<file path="config.mk">
export PLATFORM = sky130hd
export DESIGN_NAME = navigation_turn_queue_flat
export DESIGN_NICKNAME = d
export VERILOG_FILES = /design/src/rtl/navigation_turn_queue_if.sv /design/src/rtl/navigation_turn_queue.sv /design/src/flat_wrapper.sv
export SDC_FILE = /design/constraint.sdc
export NUM_CORES = 1
export LEC_CHECK = 0
export BUFFER_PORTS_ARGS = -buffer_cell sky130_fd_sc_hd__buf_2
export CAP_MARGIN = 15
export CELL_PAD_IN_SITES_DETAIL_PLACEMENT = 1
export CELL_PAD_IN_SITES_GLOBAL_PLACEMENT = 1
export CORE_MARGIN = 3
export CORE_UTILIZATION = 27
export DETAILED_ROUTE_END_ITERATION = 16
export PLACE_DENSITY = 0.54
export SLEW_MARGIN = 20
export SYNTH_ARGS = -nofsm -noshare
export SYNTH_HDL_FRONTEND = slang
export SYNTH_HIERARCHICAL = 1
export SYNTH_SLANG_ARGS = --single-unit
</file>
<file path="constraint.sdc">
create_clock -name CLK -period 3.44 [get_ports CLK]
set_input_delay 0.172 -clock CLK [delete_from_list [all_inputs] [get_ports CLK]]
set_output_delay 0.172 -clock CLK [all_outputs]
set_load 0.05 [all_outputs]
</file>
<file path="src/rtl/navigation_turn_queue_if.sv">
// navigation_turn_queue_if
//   Bundles the button levels, shared move tick / pause, and the per-player
//   direction and status outputs of navigation_turn_queue.
//   master : stimulus side (drives buttons, MOVE_TICK, PAUSE)
//   slave  : controller side (drives Navigation_State, QUEUE_FULL,
//            TURN_TAKEN, DROP)
interface navigation_turn_queue_if #(
  parameter int N_PLAYERS = 2
);
  logic [N_PLAYERS-1:0]   BINL;
  logic [N_PLAYERS-1:0]   BINU;
  logic [N_PLAYERS-1:0]   BIND;
  logic [N_PLAYERS-1:0]   BINR;
  logic                   MOVE_TICK;
  logic                   PAUSE;
  logic [2*N_PLAYERS-1:0] Navigation_State;
  logic [N_PLAYERS-1:0]   QUEUE_FULL;
  logic [N_PLAYERS-1:0]   TURN_TAKEN;
  logic [N_PLAYERS-1:0]   DROP;

  modport master (
    output BINL, BINU, BIND, BINR, MOVE_TICK, PAUSE,
    input  Navigation_State, QUEUE_FULL, TURN_TAKEN, DROP
  );

  modport slave (
    input  BINL, BINU, BIND, BINR, MOVE_TICK, PAUSE,
    output Navigation_State, QUEUE_FULL, TURN_TAKEN, DROP
  );
endinterface

</file>
<file path="src/rtl/navigation_turn_queue.sv">
// navigation_turn_queue
//   Per-player snake direction controller. Button rising edges become turn
//   requests, legal requests are buffered in a per-player FIFO, and one
//   buffered turn is applied per MOVE_TICK. PAUSE freezes ticks and capture.
//   Ports:
//     CLK   : clock, posedge
//     RESET : synchronous active-low reset
//     nav   : navigation_turn_queue_if.slave (buttons, tick, pause in;
//             Navigation_State / QUEUE_FULL / TURN_TAKEN / DROP out)
//   Direction codes: 00 Up, 01 Down, 10 Left, 11 Right.

// One player's edge detector, validity check and turn FIFO.
module navigation_turn_lane #(
  parameter int         QUEUE_DEPTH   = 4,
  parameter logic [1:0] RESET_DIR     = 2'b00,
  parameter int         ALLOW_REVERSE = 0
) (
  input  logic       gclk,
  input  logic       grst_n,
  input  logic [3:0] btn,        // {L, U, D, R} levels
  input  logic       move_tick,
  input  logic       pause,
  output logic [1:0] dir,
  output logic       full,
  output logic       turn_taken,
  output logic       drop
);
  localparam int PW = $clog2(QUEUE_DEPTH);
  localparam int CW = PW + 1;

  localparam logic [1:0] DIR_U = 2'b00;
  localparam logic [1:0] DIR_D = 2'b01;
  localparam logic [1:0] DIR_L = 2'b10;
  localparam logic [1:0] DIR_R = 2'b11;

  logic [3:0]                  hist;
  logic [3:0]                  edges;
  logic [QUEUE_DEPTH-1:0][1:0] fifo;
  logic [PW-1:0]               wr_ptr, rd_ptr;
  logic [CW-1:0]               count;
  logic [1:0]                  req_dir, ref_dir;
  logic                        multi, empty, is_full, legal, pop, take, push, drop_nxt;

  assign edges = btn & ~hist;

  // Priority L > U > D > R; multi flags a losing edge alongside the winner.
  always_comb begin
    req_dir = DIR_U;
    multi   = 1'b0;
    priority casez (edges)
      4'b1???: begin req_dir = DIR_L; multi = |edges[2:0]; end
      4'b01??: begin req_dir = DIR_U; multi = |edges[1:0]; end
      4'b001?: begin req_dir = DIR_D; multi = edges[0];    end
      4'b0001: begin req_dir = DIR_R; multi = 1'b0;        end
      default: begin req_dir = DIR_U; multi = 1'b0;        end
    endcase
  end

  assign empty   = (count == '0);
  assign is_full = (count == CW'(QUEUE_DEPTH));

  // New turns are judged against the last buffered turn, not the live
  // direction, so a burst of presses builds a consistent path.
  assign ref_dir = empty ? dir : fifo[wr_ptr - PW'(1)];
  assign legal   = (ALLOW_REVERSE != 0) ? (req_dir != ref_dir)
                                        : (req_dir[1] != ref_dir[1]);

  assign pop      = move_tick & ~pause & ~empty;
  assign take     = (|edges) & ~pause & legal;
  // A pop in the same cycle frees the slot a full queue needs.
  assign push     = take & (~is_full | pop);
  assign drop_nxt = take & ((is_full & ~pop) | multi);

  always_ff @(posedge gclk) begin
    if (!grst_n) begin
      hist       <= 4'hF;
      dir        <= RESET_DIR;
      wr_ptr     <= '0;
      rd_ptr     <= '0;
      count      <= '0;
      turn_taken <= 1'b0;
      drop       <= 1'b0;
    end else begin
      hist       <= btn;
      turn_taken <= pop;
      drop       <= drop_nxt;
      if (push) wr_ptr <= wr_ptr + PW'(1);
      if (pop) begin
        dir    <= fifo[rd_ptr];
        rd_ptr <= rd_ptr + PW'(1);
      end
      case ({push, pop})
        2'b10:   count <= count + CW'(1);
        2'b01:   count <= count - CW'(1);
        default: count <= count;
      endcase
    end
  end

  // Payload needs no reset: entries are only read behind valid pointers.
  always_ff @(posedge gclk) begin
    if (push) fifo[wr_ptr] <= req_dir;
  end

  assign full = is_full;
endmodule

module navigation_turn_queue #(
  parameter int         N_PLAYERS     = 2,
  parameter int         QUEUE_DEPTH   = 4,
  parameter logic [1:0] RESET_DIR     = 2'b00,
  parameter int         ALLOW_REVERSE = 0
) (
  input  logic                     CLK,
  input  logic                     RESET,
  navigation_turn_queue_if.slave   nav
);
  for (genvar p = 0; p < N_PLAYERS; p++) begin : g_lane
    navigation_turn_lane #(
      .QUEUE_DEPTH  (QUEUE_DEPTH),
      .RESET_DIR    (RESET_DIR),
      .ALLOW_REVERSE(ALLOW_REVERSE)
    ) u_lane (
      .gclk      (CLK),
      .grst_n    (RESET),
      .btn       ({nav.BINL[p], nav.BINU[p], nav.BIND[p], nav.BINR[p]}),
      .move_tick (nav.MOVE_TICK),
      .pause     (nav.PAUSE),
      .dir       (nav.Navigation_State[2*p +: 2]),
      .full      (nav.QUEUE_FULL[p]),
      .turn_taken(nav.TURN_TAKEN[p]),
      .drop      (nav.DROP[p])
    );
  end
endmodule

</file>
<file path="src/flat_wrapper.sv">
// flat-port wrapper written by rule: the top's interface ports become plain ports
module navigation_turn_queue_flat 
#(
  parameter int         N_PLAYERS     = 2,
  parameter int         QUEUE_DEPTH   = 4,
  parameter logic [1:0] RESET_DIR     = 2'b00,
  parameter int         ALLOW_REVERSE = 0
)
  (CLK, RESET, nav_BINL, nav_BINU, nav_BIND, nav_BINR, nav_MOVE_TICK, nav_PAUSE, nav_Navigation_State, nav_QUEUE_FULL, nav_TURN_TAKEN, nav_DROP);
  navigation_turn_queue_if #(.N_PLAYERS(N_PLAYERS)) nav_i ();
  input  logic CLK;
  input  logic RESET;
  input wire logic [$bits(nav_i.BINL)-1:0] nav_BINL;
  input wire logic [$bits(nav_i.BINU)-1:0] nav_BINU;
  input wire logic [$bits(nav_i.BIND)-1:0] nav_BIND;
  input wire logic [$bits(nav_i.BINR)-1:0] nav_BINR;
  input wire logic [$bits(nav_i.MOVE_TICK)-1:0] nav_MOVE_TICK;
  input wire logic [$bits(nav_i.PAUSE)-1:0] nav_PAUSE;
  output wire logic [$bits(nav_i.Navigation_State)-1:0] nav_Navigation_State;
  output wire logic [$bits(nav_i.QUEUE_FULL)-1:0] nav_QUEUE_FULL;
  output wire logic [$bits(nav_i.TURN_TAKEN)-1:0] nav_TURN_TAKEN;
  output wire logic [$bits(nav_i.DROP)-1:0] nav_DROP;
  assign nav_i.BINL = nav_BINL;
  assign nav_i.BINU = nav_BINU;
  assign nav_i.BIND = nav_BIND;
  assign nav_i.BINR = nav_BINR;
  assign nav_i.MOVE_TICK = nav_MOVE_TICK;
  assign nav_i.PAUSE = nav_PAUSE;
  assign nav_Navigation_State = nav_i.Navigation_State;
  assign nav_QUEUE_FULL = nav_i.QUEUE_FULL;
  assign nav_TURN_TAKEN = nav_i.TURN_TAKEN;
  assign nav_DROP = nav_i.DROP;
  navigation_turn_queue #(.N_PLAYERS(N_PLAYERS), .QUEUE_DEPTH(QUEUE_DEPTH), .RESET_DIR(RESET_DIR), .ALLOW_REVERSE(ALLOW_REVERSE)) u_core (.CLK(CLK), .RESET(RESET), .nav(nav_i));
endmodule
</file>
Word level (Yosys, flattened, before mapping)
Index checks and enable logic that the tools add are counted.
{"block": "totals", "inputBits": 12, "ff_bits": 46, "elab_cells": 116}
{"block": "op_classes", "n_eq_ne": 14, "reduce_logical": 12, "add_sub_neg": 10, "mux": 22, "n_lt_le_gt_ge": 8, "bitwise": 28}
{"cell": "2-bit by 3-bit < comparator with 1-bit output, second input constant", "count": 6}
{"cell": "2-bit binary-select mux with 2-bit select", "count": 4}
{"cell": "8-bit bitwise mux", "count": 2}
{"cell": "2-bit two-way mux", "count": 8}
{"cell": "1-bit bitwise AND", "count": 13}
{"cell": "2-bit one-hot mux with 3 select lines", "count": 2}
{"cell": "3-bit one-hot mux with 2 select lines", "count": 2}
{"cell": "2-bit by 1-bit adder with 2-bit output, second input constant", "count": 4}
{"cell": "4-bit bitwise AND", "count": 2}
{"cell": "2-bit demux with 2-bit select", "count": 2}
{"cell": "2-bit by 1-bit equality test with 1-bit output, second input constant", "count": 4}
{"cell": "4-bit by 1-bit equality test with 1-bit output, second input constant", "count": 2}
{"cell": "4-bit inverter", "count": 2}
{"cell": "4-bit OR reduction", "count": 2}
{"cell": "1-bit inverter", "count": 7}
{"cell": "3-bit by 1-bit adder with 3-bit output, second input constant", "count": 2}
{"cell": "3-bit by 1-bit equality test with 1-bit output, second input constant", "count": 2}
{"cell": "3-bit equality test, second input constant", "count": 2}
{"cell": "3-bit zero test", "count": 2}
{"cell": "1-bit one-hot mux with 3 select lines", "count": 2}
{"cell": "3-bit OR reduction", "count": 2}
{"cell": "3-bit by 1-bit subtractor with 3-bit output, second input constant", "count": 2}
{"cell": "2-bit equality test, second input constant", "count": 2}
{"cell": "2-bit by 1-bit >= comparator with 1-bit output, second input constant", "count": 2}
{"cell": "6 further kinds", "count": 14}

Longest topological paths before layout
Gate-level depths: netlist of run 1.
{"block": "depth", "depth_word": 9, "mapped_depth": 13}

By module
Netlist of run 1, hierarchy kept.
{"mod": "navigation_turn_lane (u_core.g_lane[1].u_lane)", "cells_each": 106, "area_each_um2": 1163.6, "n_inst": 1}
{"mod": "navigation_turn_lane (u_core.g_lane[0].u_lane)", "cells_each": 98, "area_each_um2": 1111.1, "n_inst": 1}

Least setup slack after synthesis of run 1
OpenSTA, ideal clock, no wires.
{"block": "synth_timing", "kind": "register to register", "start": "reg u_core.g_lane[0].u_lane.count[0]", "end": "reg u_core.g_lane[0].u_lane.count[2]", "stages_incl_launch_ff": 12, "slack_ps": 163, "setup_time_ps": 76, "period_less_slack_ps": 3277, "n_path_buf": 0, "t_arrival_ps": 3202, "cell_sequence": "dfxtp_1 -> nor3b_1 -> and2_1 -> a41o_2 -> nor3_2 -> inv_1 -> ha_1 -> inv_1 -> fa_1 -> xor2_1 -> or3_1 -> a21boi_0"}
{"block": "synth_between", "word_cells_on_any_way": 16}
{"item": "from (decl)", "line_no": "navigation_turn_queue.sv:40", "text": "logic [CW-1:0] count;"}
{"item": "from (signal assigned)", "line_no": "navigation_turn_queue.sv:93", "text": "2'b10: count <= count + CW'(1);"}
{"item": "from (signal assigned)", "line_no": "navigation_turn_queue.sv:94", "text": "2'b01: count <= count - CW'(1);"}
{"item": "from (signal assigned)", "line_no": "navigation_turn_queue.sv:95", "text": "default: count <= count;"}
{"item": "3-bit equality test (*)", "line_no": "navigation_turn_queue.sv:60", "text": "assign is_full = (count == CW'(QUEUE_DEPTH));"}
{"item": "named net nav_QUEUE_FULL[0]", "line_no": "flat_wrapper.sv:20", "text": "output wire logic [$bits(nav_i.QUEUE_FULL)-1:0] nav_QUEUE_FULL;"}
{"item": "1-bit inverter (*)", "line_no": "navigation_turn_queue.sv:71", "text": "assign push = take & (~is_full | pop);"}
{"item": "1-bit bitwise OR (*)", "line_no": "navigation_turn_queue.sv:71"}
{"item": "1-bit bitwise AND (*)", "line_no": "navigation_turn_queue.sv:71"}
{"item": "2-bit by 1-bit equality test with 1-bit output / 2-bit equality test (equally long branches)", "line_no": "navigation_turn_queue.sv:92", "text": "case ({push, pop})"}
{"item": "3-bit one-hot mux with 2 select lines / 2-bit nonzero test (equally long branches)"}
The timed path passes the listed nets; every way through them passes the cells marked *.
A chain may end at the register's enable or synchronous reset.

Worst setup path in the final report of run 1
{"block": "layout_timing", "start": "reg u_core.g_lane[0].u_lane.wr_ptr[0]", "end": "reg u_core.g_lane[0].u_lane.count[2]"}
{"block": "layout_between", "elab_chain_cells": 9, "word_cells_on_any_way": 11}
{"item": "from (decl)", "line_no": "navigation_turn_queue.sv:39", "text": "logic [PW-1:0] wr_ptr, rd_ptr;"}
{"item": "from (signal assigned)", "line_no": "navigation_turn_queue.sv:87", "text": "if (push) wr_ptr <= wr_ptr + PW'(1);"}
{"item": "2-bit by 1-bit subtractor with 2-bit output (*)", "line_no": "navigation_turn_queue.sv:64", "text": "assign ref_dir = empty ? dir : fifo[wr_ptr - PW'(1)];"}
{"item": "2-bit binary-select mux with 2-bit select (*)", "line_no": "navigation_turn_queue.sv:64"}
{"item": "2-bit two-way mux (not written as such) (*)", "line_no": "navigation_turn_queue.sv:64"}
{"item": "2-bit two-way mux (*)", "line_no": "navigation_turn_queue.sv:64"}
{"item": "1-bit inequality test (*)", "line_no": "navigation_turn_queue.sv:66", "text": ": (req_dir[1] != ref_dir[1]);"}
{"item": "1-bit bitwise AND (*)", "line_no": "navigation_turn_queue.sv:69", "text": "assign take = (|edges) & ~pause & legal;"}
{"item": "1-bit bitwise AND (*)", "line_no": "navigation_turn_queue.sv:71"}
{"item": "2-bit by 1-bit equality test with 1-bit output / 2-bit equality test (equally long branches)", "line_no": "navigation_turn_queue.sv:92"}
{"item": "3-bit one-hot mux with 2 select lines / 2-bit nonzero test (equally long branches)"}
Mark *: on every way between the ends. The rest lies on a longest branch, timed or not. The select of a mux whose other input is x is not followed.

==> metrics.txt, run 1 <==
synth warn 6; type of the worst min-delay path primary input to flip-flop; Setup CP Type flip-flop to flip-flop; RSZ-0062 raised after global routing no; peak supply drop between 0.00015 and 0.0002 V; Synth Flop Type dfxtp_1; leakage power total 0.00102 uW; fin crit share 86.5%; diode count 0; vias in the first global route 1609; total power 1210 uW; PD cells around 460 mW/mm2; gr ovfl total 0; ANT nets after route 0; DRC 0; Initial Utilization between 20% and 30%; global-route wire length before repair between 7 and 8 mm; Fin Clk Skew 4.01 ps; routed len/inst between 10 and 15 um; highest clock rate 336 MHz; Post-Syn Instances 204; Post-Place Setup Slack 457 ps; final setup violation count 0; CTS tree yes; top post-synthesis cells by area dfxtp_1 (26%), edfxtp_1 (21%), mux4_2 (5.9%); largest net degree at the start of global routing 29; Worst setup EP type flip-flop; worst-margin pin slew 693 ps; post-synthesis register bit count 46; antenna violations before repair 0; DRT iter0 DRCs 41; final WL 4.44 mm; TritonCTS Buffers 5; Syn-to-layout area delta 16.0%; endpoints failing hold 0; Synth area leader dfxtp_1; Global Route Usage Sum 9.97%; Slew headroom 53.7%; post-synth net total 227; Reg-to-Reg Start u_core/g_lane[0].u_lane/wr_ptr[0]; CTS H-Tree Depth 2; Yosys top cell area share 26.4%; Seq/Total Area, Yosys a little under half; Mean Syn Cell Area between 10 and 15 um2; placed cell count 324; Synth async-reset ratio 0%; DP Area 0.00249 mm2; Placeable Area 0.00797 mm2; TritonRoute pass-1 iters 4; Worst-path clk slew 90 ps; worst skew pair latency roughly 300 ps; via count 1493; CTS resizes 0; Post-synth EDFFs 16; port bufs 21; setup TNS 0 ps; number of max-cap violations 0; Sink Count between 40 and 50; Root Buffer clkbuf_8; beginning of the critical path u_core/g_lane[0].u_lane/wr_ptr[0]; Worst setup SP type flip-flop; Period minus WS final 2980 ps; setup ws final 464 ps; path depth of the worst reg2reg path 13; min-delay src nav_BINU[1]; Total Die Area about 0.0096 mm2; # rows 32; Hold Buf Count CTS 0; crit-path max FO 7; nets ~250; die height 97.8 um; HPWL after DPL 3.46 mm; ratio of cells with drive above 1 in the final layout 19.1%; design area 0.00264 mm2; Non-Filler Instances 332; critical path data arrival time 3200 ps; Post-Synthesis Cell Area 0.00227 mm2; status complete, no violations; gpl congestion 0.825; Hold Path Stages 2; Slew Limit Fails 0; commonest non-fill, non-tap cell in the layout dfxtp_1; vias per cell 4.50; most frequent cells in the layout dfxtp_1 (30), buf_2 (21), nand2b_1 (16), nand2_1 (16), edfxtp_1 (16); clock tree buffer depth 2; I/O pins 22; synth unique cells roughly 40; CP Data Required Time between 3000 and 4000 ps; die width 97.8 um; Post-CTS Setup Bufs 0
cell usage after synthesis (2+ instances only):
library cell and n:
dfxtp_1 30, clkbuf_1 2, mux2i_1 9, or3_1 2
o21ai_0 8, xor2_1 5, xnor2_1 4, ha_1 9
inv_1 13, and3_1 2, nand2b_1 16, nor3_1 2
fa_1 2, a21boi_0 2, a32oi_4 2, and2_1 13
nand2_1 16, nor3b_1 4, edfxtp_1 16, a21oi_1 5
nor2b_1 3, mux4_2 6, nor2_1 14, and3_2 2
final cells by class:
type                            count  area [um2]
Clock buffer                        6        82.6
Clock inverter                      2        60.1
Fill cell                         896        5330
Inverter                           14        52.6
Multi-Input combinational cell    141        1130
Sequential cell                    46        1080
Tap cell                          102         128
Timing Repair Buffer               21         105
stage by stage:
stage	util [%]	hold slack, ps
2_1_floorplan	-	245
3_3_place_gp	31.3	372
3_5_place_dp	31.3	376
4_1_cts	33.1	58.6
5_1_grt	33.1	59.5
6_report	33.1	67.3
worst max-delay path: stages (launching register included):
cell	delay, ps
dfxtp_1	440
inv_1	110
ha_1	330
mux4_2	290
mux2i_1	160
xnor2_1	180
nor3_2	120
inv_1	70
ha_1	160
inv_1	60
fa_1	370
xor2_1	160
or3_1	300
a21boi_0	150
layer usage:
layer / share of wire, % / global-route usage (%) / vias up
met5: 0 / 0 / -
met4: 1.0 / 2.88 / 0
met3: 3.0 / 2.64 / 4
met2: 52 / 18.2 / 17
met1: 44 / 11.4 / 722
li1: - / - / 750
worst paths after layout:
| path | slack [ps] | endpoint |
|---|---|---|
| worst max-delay path | 460 | u_core/g_lane[0].u_lane/count[2] |
| worst min-delay path | 70 | u_core/g_lane[1].u_lane/hist[2] |
| worst max register to register | 460 | u_core/g_lane[0].u_lane/count[2] |
| worst min register to register | 520 | u_core/g_lane[1].u_lane/dir[0] |
where the power goes:
part / switching [uW] / internal, uW
sequential: 11.3 / 577
combinational: 70.0 / 52.0
clock: 189 / 310
sequential cells by signal, indices dropped and copies added (netlist names):
| register | flops |
|---|---|
| u_core/g_lane.u_lane/wr_ptr | 4 |
| u_core/g_lane.u_lane/rd_ptr | 4 |
| u_core/g_lane.u_lane/dir | 4 |
| u_core/g_lane.u_lane/turn_taken | 2 |
| u_core/g_lane.u_lane/hist | 8 |
| u_core/g_lane.u_lane/count | 6 |
| u_core/g_lane.u_lane/fifo | 16 |
| u_core/g_lane.u_lane/drop | 2 |
cells by family after synthesis:
kind of cell / after synthesis / synth area share (%)
flops: 46 / 47.5
buf+inv: 17 / 2.86
xor+xnor: 10 / 4.18
fa+ha+maj: 11 / 6.71
compound gates: 22 / 7.92
simple gates: 82 / 19.9
mux: 16 / 10.9
Power figures use the tool's default switching activity.
==> inputs of run 2 (changes only) <==
--- a/config.mk
+++ b/config.mk
@@ -9,7 +9,7 @@
 export CAP_MARGIN = 15
 export CELL_PAD_IN_SITES_DETAIL_PLACEMENT = 1
 export CELL_PAD_IN_SITES_GLOBAL_PLACEMENT = 1
-export CORE_MARGIN = 3
+export CORE_MARGIN = 4
 export CORE_UTILIZATION = 27
 export DETAILED_ROUTE_END_ITERATION = 16
 export PLACE_DENSITY = 0.54
==> run 2 against run 1 <==
Via count is 1.0% higher; global-route usage fell by 0.055 points; critical path type unchanged; final cell count increased by 1.2%.
==> metrics.txt, run 2 (same netlist as run 1, synthesis figures left out) <==
status complete, no violations; worst reg2reg setup slack 470 ps (about the same); setup TNS 0 ps (unchanged); endpoints failing hold 0 (unchanged); CP Data Required Time 3680 ps (about the same); ANT nets after route 0 (unchanged); routed len/inst 13.6 um (+1.5%); TritonCTS Buffers 5 (unchanged); CTS resizes 0 (unchanged); # rows 33 (+3.1%); Syn-to-layout area delta 15.1%; worst-margin pin slew 712 ps (+18.4 ps); Worst-path clk slew 90 ps (about the same); crit-path max FO 7 (unchanged); highest clock rate 337 MHz (+0.29%); most frequent cells in the layout dfxtp_1 (30), buf_2 (21), nand2b_1 (16), nand2_1 (16), edfxtp_1 (16); Sink Count 46 (unchanged); met1 Usage GRT 11.7% (+0.35 points); global-route wire length before repair 7.73 mm (+0.44%); HPWL after DPL 3.49 mm (+1.0%); Hold Path Stages 2 (unchanged); Top Family by Delay on Critical Path adder cells; type of the worst min-delay path primary input to flip-flop; DRC 0 (unchanged); Post-CTS Setup Bufs 0 (unchanged); Top reg by flops u_core/g_lane.u_lane/fifo; RSZ-0062 raised after global routing no; TritonRoute pass-1 iters 4 (unchanged); Worst Hold End u_core/g_lane[1].u_lane/hist[2]; Slew Limit Fails 0 (unchanged); setup ws final 473 ps (+8.49 ps); final setup violation count 0 (unchanged); CP max stage cell dfxtp_1; min-delay src nav_BINU[1]; path depth of the worst reg2reg path 13 (unchanged); fin crit share 86.3% (-0.25 points); gr ovfl total 0 (unchanged); I/O pins 22 (unchanged); peak supply drop 0.000203 V (+8.6%); nets 253 (+0.40%); grt met2 use 16.8% (-1.5 points); via count 1508 (+1.0%); max reg flops 16 (unchanged); die width 99.8 um (+2.0%); FILL cells 922 (+2.9%); critical path data arrival time 3200 ps (about the same); Reg-to-Reg Start u_core/g_lane[0].u_lane/wr_ptr[0]; clock tree buffer depth 2 (unchanged); gpl congestion 0.824 (-0.13%); Hold Buf Count CTS 0 (unchanged); vias per cell 4.49 (-0.20%); final WL 4.56 mm (+2.7%); Fin Clk Skew 6.33 ps (+2.32 ps); CTS H-Tree Depth 2 (unchanged); vias in the first global route 1596 (-0.81%); crit-path cells inv_1 > ha_1 > mux4_2 > mux2i_1 > xnor2_1 > nor3_2 > inv_1 > ha_1 > inv_1 > fa_1 > xor2_1 > or3_1 > a21boi_0; Root Buffer clkbuf_8; Initial Utilization 27.7% (-0.87 points); CTS tree yes; Worst setup SP type flip-flop; ratio of cells with drive above 1 in the final layout 19.5% (+0.35 points); Placeable Area 0.00822 mm2 (+3.1%); Total Die Area 0.00996 mm2 (+4.1%); Global Route Usage Sum 9.91% (-0.055 points); die height 99.8 um (+2.0%); Slew headroom 52.5% (-1.2 points); largest registers u_core/g_lane.u_lane/fifo x16, u_core/g_lane.u_lane/hist x8, u_core/g_lane.u_lane/count x6; PD cells 429 mW/mm2 (-6.4%); port bufs 21 (unchanged); Final Hold Slack 63.8 ps (-3.48 ps); total power 1120 uW (-7.0%); commonest non-fill, non-tap cell in the layout dfxtp_1; antenna violations before repair 0 (unchanged); GRT Max-Usage Layer met2; Setup CP Type flip-flop to flip-flop; DRT iter0 DRCs 33 (-20%); M3 GR Usage 2.57% (-0.072 points); worst skew pair latency 300 ps (about the same); CP bufs+invs 3 (unchanged); crit-path max cell delay 440 ps (about the same); diode count 0 (unchanged); Reg2Reg Capture Point u_core/g_lane[0].u_lane/count[2]; CP dominant cell by count inv_1; Worst setup EP type flip-flop; largest net degree at the start of global routing 29 (unchanged); Post-Place Setup Slack 477 ps (+19.6 ps); leakage power total 0.00101 uW (-0.80%); number of max-cap violations 0 (unchanged); Period minus WS final 2970 ps (-8.49 ps)
[run 2: changes by cell type in the layout (fill, tap and decap cells not counted)]
| cell | change |
|---|---|
| clkbuf_8 | -1 |
| clkinv_2 | +1 |
| buf_4 | +1 |
| bufinv_16 | -1 |
| inv_6 | +1 |
[run 2: worst reg2reg max path, delay by kind of cell, from the launching register on]
family	cells	cell delay [ps]
AO/OA/AOI/OAI	1	150
XOR/XNOR	2	340
buffers and inverters	3	240
AND/OR/NAND/NOR	2	420
adder cells (fa/ha/maj)	3	860
flip-flops	1	440
multiplexers	2	450
[run 2: report_power, final]
part	switching (uW)	total (uW)	internal (uW)
Clock	194	412	218
Combinational	70.4	123	52.5
Sequential	11.7	589	577
[run 2: how the worst max path moves through the flow]
| stage | slack (ps) | start | depth (start not counted) | to |
|---|---|---|---|---|
| final | 470 | u_core/g_lane[0].u_lane/wr_ptr[0] | 13 | u_core/g_lane[0].u_lane/count[2] |
| after global routing | 140 | u_core/g_lane[0].u_lane/wr_ptr[0] | 13 | u_core/g_lane[0].u_lane/count[2] |
| after CTS | 460 | u_core/g_lane[0].u_lane/wr_ptr[0] | 13 | u_core/g_lane[0].u_lane/count[2] |
| after detailed placement | 480 | u_core/g_lane[0].u_lane/wr_ptr[0] | 13 | u_core/g_lane[0].u_lane/count[2] |
| after global placement | 560 | u_core/g_lane[0].u_lane/wr_ptr[0] | 13 | u_core/g_lane[0].u_lane/count[2] |
| after floorplan | 160 | u_core/g_lane[0].u_lane/count[0] | 11 | u_core/g_lane[0].u_lane/count[2] |
[run 2: final cells by class]
class                   count  area, um2  share of cell area (%)
multi-input cells         141       1130                    43.1
flip-flops and latches     46       1080                    41.3
well taps                 105        131                    5.02
repair buffers             22        113                    4.30
clock buffers               5       68.8                    2.63
inverters                  14       52.6                    2.01
clock inverters             3       43.8                    1.67
[run 2: through the flow]
step | utilization [%] | cell area [um2] | cells
2_1_floorplan | - | 2270 | 204
3_3_place_gp | 30.5 | 2510 | 328
3_5_place_dp | 30.5 | 2510 | 328
4_1_cts | 31.9 | 2620 | 336
5_1_grt | 31.9 | 2620 | 336
6_report | 31.9 | 2620 | 336
[run 2: metal layers]
| metal | vias up | wire length, um |
|---|---|---|
| met5 | - | 0 |
| met4 | 0 | 120 |
| met3 | 12 | 142 |
| li1 | 751 | - |
| met1 | 722 | 2050 |
| met2 | 23 | 2240 |
==> inputs of run 3 (changes only) <==
--- a/config.mk
+++ b/config.mk
@@ -12,7 +12,8 @@
 export CORE_MARGIN = 4
 export CORE_UTILIZATION = 27
 export DETAILED_ROUTE_END_ITERATION = 16
-export PLACE_DENSITY = 0.54
+export HOLD_SLACK_MARGIN = 0.05
+export PLACE_DENSITY = 0.56
 export SLEW_MARGIN = 20
 export SYNTH_ARGS = -nofsm -noshare
 export SYNTH_HDL_FRONTEND = slang
==> constraint.sdc (replaced) <==
create_clock -name CLK -period 2.5 [get_ports CLK]
set_input_delay 0.125 -clock CLK [delete_from_list [all_inputs] [get_ports CLK]]
set_output_delay 0.125 -clock CLK [all_outputs]
set_load 0.05 [all_outputs]
==> run 3 against run 2 <==
The run now ends with negative setup slack left; via count up 7.8%; first-iteration DRC count decreased by 21%; highest routed layer unchanged; non-clock buffer count grew 27; global-route usage grew 0.52 points; combinational power increased by 79%.
==> metrics.txt, run 3 (same netlist as run 1, synthesis figures left out) <==
status finished with violations; failing checks negative setup slack; worst skew pair latency 300 ps (about the same); die height 99.8 um (unchanged); max reg flops 16 (unchanged); HPWL after DPL 3.57 mm (+2.3%); Initial Utilization 27.7% (unchanged); TritonCTS Buffers 5 (unchanged); path depth of the worst reg2reg path 12 (-1); worst-margin pin slew 482 ps (-229 ps); switching share of power 23.9% (-0.71 points); vias in the first global route 1710 (+7.1%); I/O pins 22 (unchanged); Non-Filler Instances 363 (+8.0%); Slew headroom 67.5% (+15 points); Post-Place Setup Slack -250 ps (-727 ps); number of max-cap violations 0 (unchanged); CP bufs+invs 3 (unchanged); Worst Hold End u_core/g_lane[1].u_lane/hist[3]; sequential share of power 51.4% (-1.0 points); crit-path max FO 2 (-5); Placeable Area 0.00822 mm2 (unchanged); Global Route Usage Sum 10.4% (+0.52 points); most frequent cells in the layout dfxtp_1 (27), buf_4 (22), buf_2 (21); largest registers u_core/g_lane.u_lane/fifo x16, u_core/g_lane.u_lane/hist x8, u_core/g_lane.u_lane/count x6; die width 99.8 um (unchanged); crit-path cells buf_4 > mux4_2 > mux2i_4 > xnor2_2 > nor3_2 > inv_1 > ha_2 > inv_2 > fa_2 > xor2_1 > or3_1 > a21boi_1; Reg2Reg Capture Point u_core/g_lane[0].u_lane/count[2]; Top reg by flops u_core/g_lane.u_lane/fifo; vias per cell 4.48 (-0.26%); Worst setup SP type flip-flop; endpoints failing hold 0 (unchanged); diode count 0 (unchanged); FILL cells 927 (+0.54%); Total Die Area 0.00996 mm2 (unchanged); port bufs 21 (unchanged); DRT iter0 DRCs 26 (-21%); flip-flop and latch area 0.00108 mm2 (+0.35%); Top Family by Delay on Critical Path multiplexers; final WL 4.62 mm (+1.4%); gr ovfl total 0 (unchanged); internal power 1200 uW (+41%); # rows 33 (unchanged); ANT nets after route 0 (unchanged); highest clock rate 387 MHz (+15%); Period minus WS final 2580 ps (-384 ps); fin crit share 103% (+17 points); Syn-to-layout area delta 28.4%; TritonRoute pass-1 iters 2 (-2); Setup CP Type flip-flop to flip-flop; CTS tree yes; commonest non-fill, non-tap cell in the layout dfxtp_1; Reg-to-Reg Start u_core/g_lane[0].u_lane/wr_ptr[0]; min-delay src nav_BINL[1]; Worst setup EP type flip-flop; Clk pwr share 34.7% (-2.0 points); combinational group share of total power 14.0% (+3.1 points); setup ws final -83.4 ps (-556 ps); peak supply drop 0.000202 V (-0.22%); final setup violation count 1 (+1); CP Data Required Time 2740 ps (-940 ps); Slew Limit Fails 0 (unchanged); clock tree buffer depth 2 (unchanged); beginning of the critical path u_core/g_lane[0].u_lane/wr_ptr[0]; CTS H-Tree Depth 2 (unchanged); Hold Path Stages 2 (unchanged); final core occ 35.5% (+3.7 points); CP max stage cell mux4_2; DP Area 0.00266 mm2 (+6.1%); worst reg2reg setup slack -80 ps (-560 ps); DRC 0 (unchanged); routed len/inst 12.7 um (-6.1%); Sink Count 46 (unchanged); Multi-input gate area 0.00121 mm2 (+7.7%); Worst-path clk slew 90 ps (about the same); antenna violations before repair 0 (unchanged); nets 280 (+11%); RSZ-0062 raised after global routing yes; switching pwr 375 uW (+36%); gpl congestion 0.734 (-11%); leakage power total 0.00115 uW (+14%); PD cells 538 mW/mm2 (+25%); Root Buffer clkbuf_8; placed cell count 347 (+5.8%); design area 0.00292 mm2 (+12%); crit-path max cell delay 510 ps (+70 ps); via count 1625 (+7.8%); global-route wire length before repair 8.22 mm (+6.2%); ratio of cells with drive above 1 in the final layout 32.9% (+13 points); critical path data arrival time 2820 ps (-380 ps); type of the worst min-delay path primary input to flip-flop; Fin Clk Skew 6.53 ps (+0.193 ps); largest net degree at the start of global routing 28 (-3.4%)
run 3: changes by cell type in the layout (fill, tap and decap cells not counted), sizes merged:
cell,change
buf,+21
inv,-1
dlygate4sd3,+6
clkbuf,+1
run 3: cell type report:
| type | count | share of cell area, % |
|---|---|---|
| Tap cell | 105 | 4.50 |
| Clock inverter | 2 | 1.16 |
| Timing Repair Buffer | 49 | 11.3 |
| Multi-Input combinational cell | 141 | 41.6 |
| Inverter | 14 | 1.80 |
| Clock buffer | 6 | 2.49 |
| Sequential cell | 46 | 37.1 |
run 3: stage by stage:
| step | setup TNS [ps] | power [uW] | hold slack, ps |
|---|---|---|---|
| CTS | -112 | 1580 | 71.5 |
| detailed placement | -308 | 1020 | 330 |
| global placement | -149 | 1020 | 323 |
| finish | -83.4 | 1570 | 75.1 |
| global route | -301 | 1660 | 103 |
| floorplan | -379 | 952 | 198 |
run 3: routing by layer:
| metal | vias up | part of all wire, % | GRT usage, % |
|---|---|---|---|
| li1 | 805 | - | - |
| met1 | 796 | 43 | 11.6 |
| met2 | 17 | 52 | 19.3 |
| met3 | 7 | 3.2 | 2.64 |
| met4 | 0 | 1.4 | 3.47 |
| met5 | - | 0 | 0 |
run 3: worst reg2reg max path, cell delays in order (launching register included):
cell and delay (ps):
dfxtp_2 340, buf_4 120, mux4_2 510, mux2i_4 180
xnor2_2 140, nor3_2 70, inv_1 60, ha_2 170
inv_2 40, fa_2 320, xor2_1 150, or3_1 300
a21boi_1 110
run 3: power by group through the flow:
stage	Clock [uW]	Sequential, uW	Combinational [uW]
final	544	807	220
after global placement	0	823	196
after detailed placement	0	824	200
after global routing	600	811	247
after floorplan	0	831	121
after CTS	566	807	211
run 3: worst max path at each step:
| stage | endpoint | slack, ps | depth (start not counted) |
|---|---|---|---|
| CTS | u_core/g_lane[0].u_lane/count[2] | -110 | 12 |
| detailed placement | u_core/g_lane[0].u_lane/count[2] | -250 | 13 |
| global route | u_core/g_lane[0].u_lane/count[2] | -230 | 13 |
| global placement | u_core/g_lane[0].u_lane/count[2] | -150 | 13 |
| finish | u_core/g_lane[0].u_lane/count[2] | -80 | 12 |
| floorplan | u_core/g_lane[0].u_lane/count[2] | -240 | 11 |
run 3: repair_timing:
| item | CTS | global route |
|---|---|---|
| endpoints found under the hold margin | 6 | 0 |
| buffers inserted | 1 | 1 |
| pin swaps | 3 | 2 |
| hold buffers | 6 | 0 |
| gates resized for setup | 7 | 14 |
| endpoints found under the setup margin | 2 | 3 |
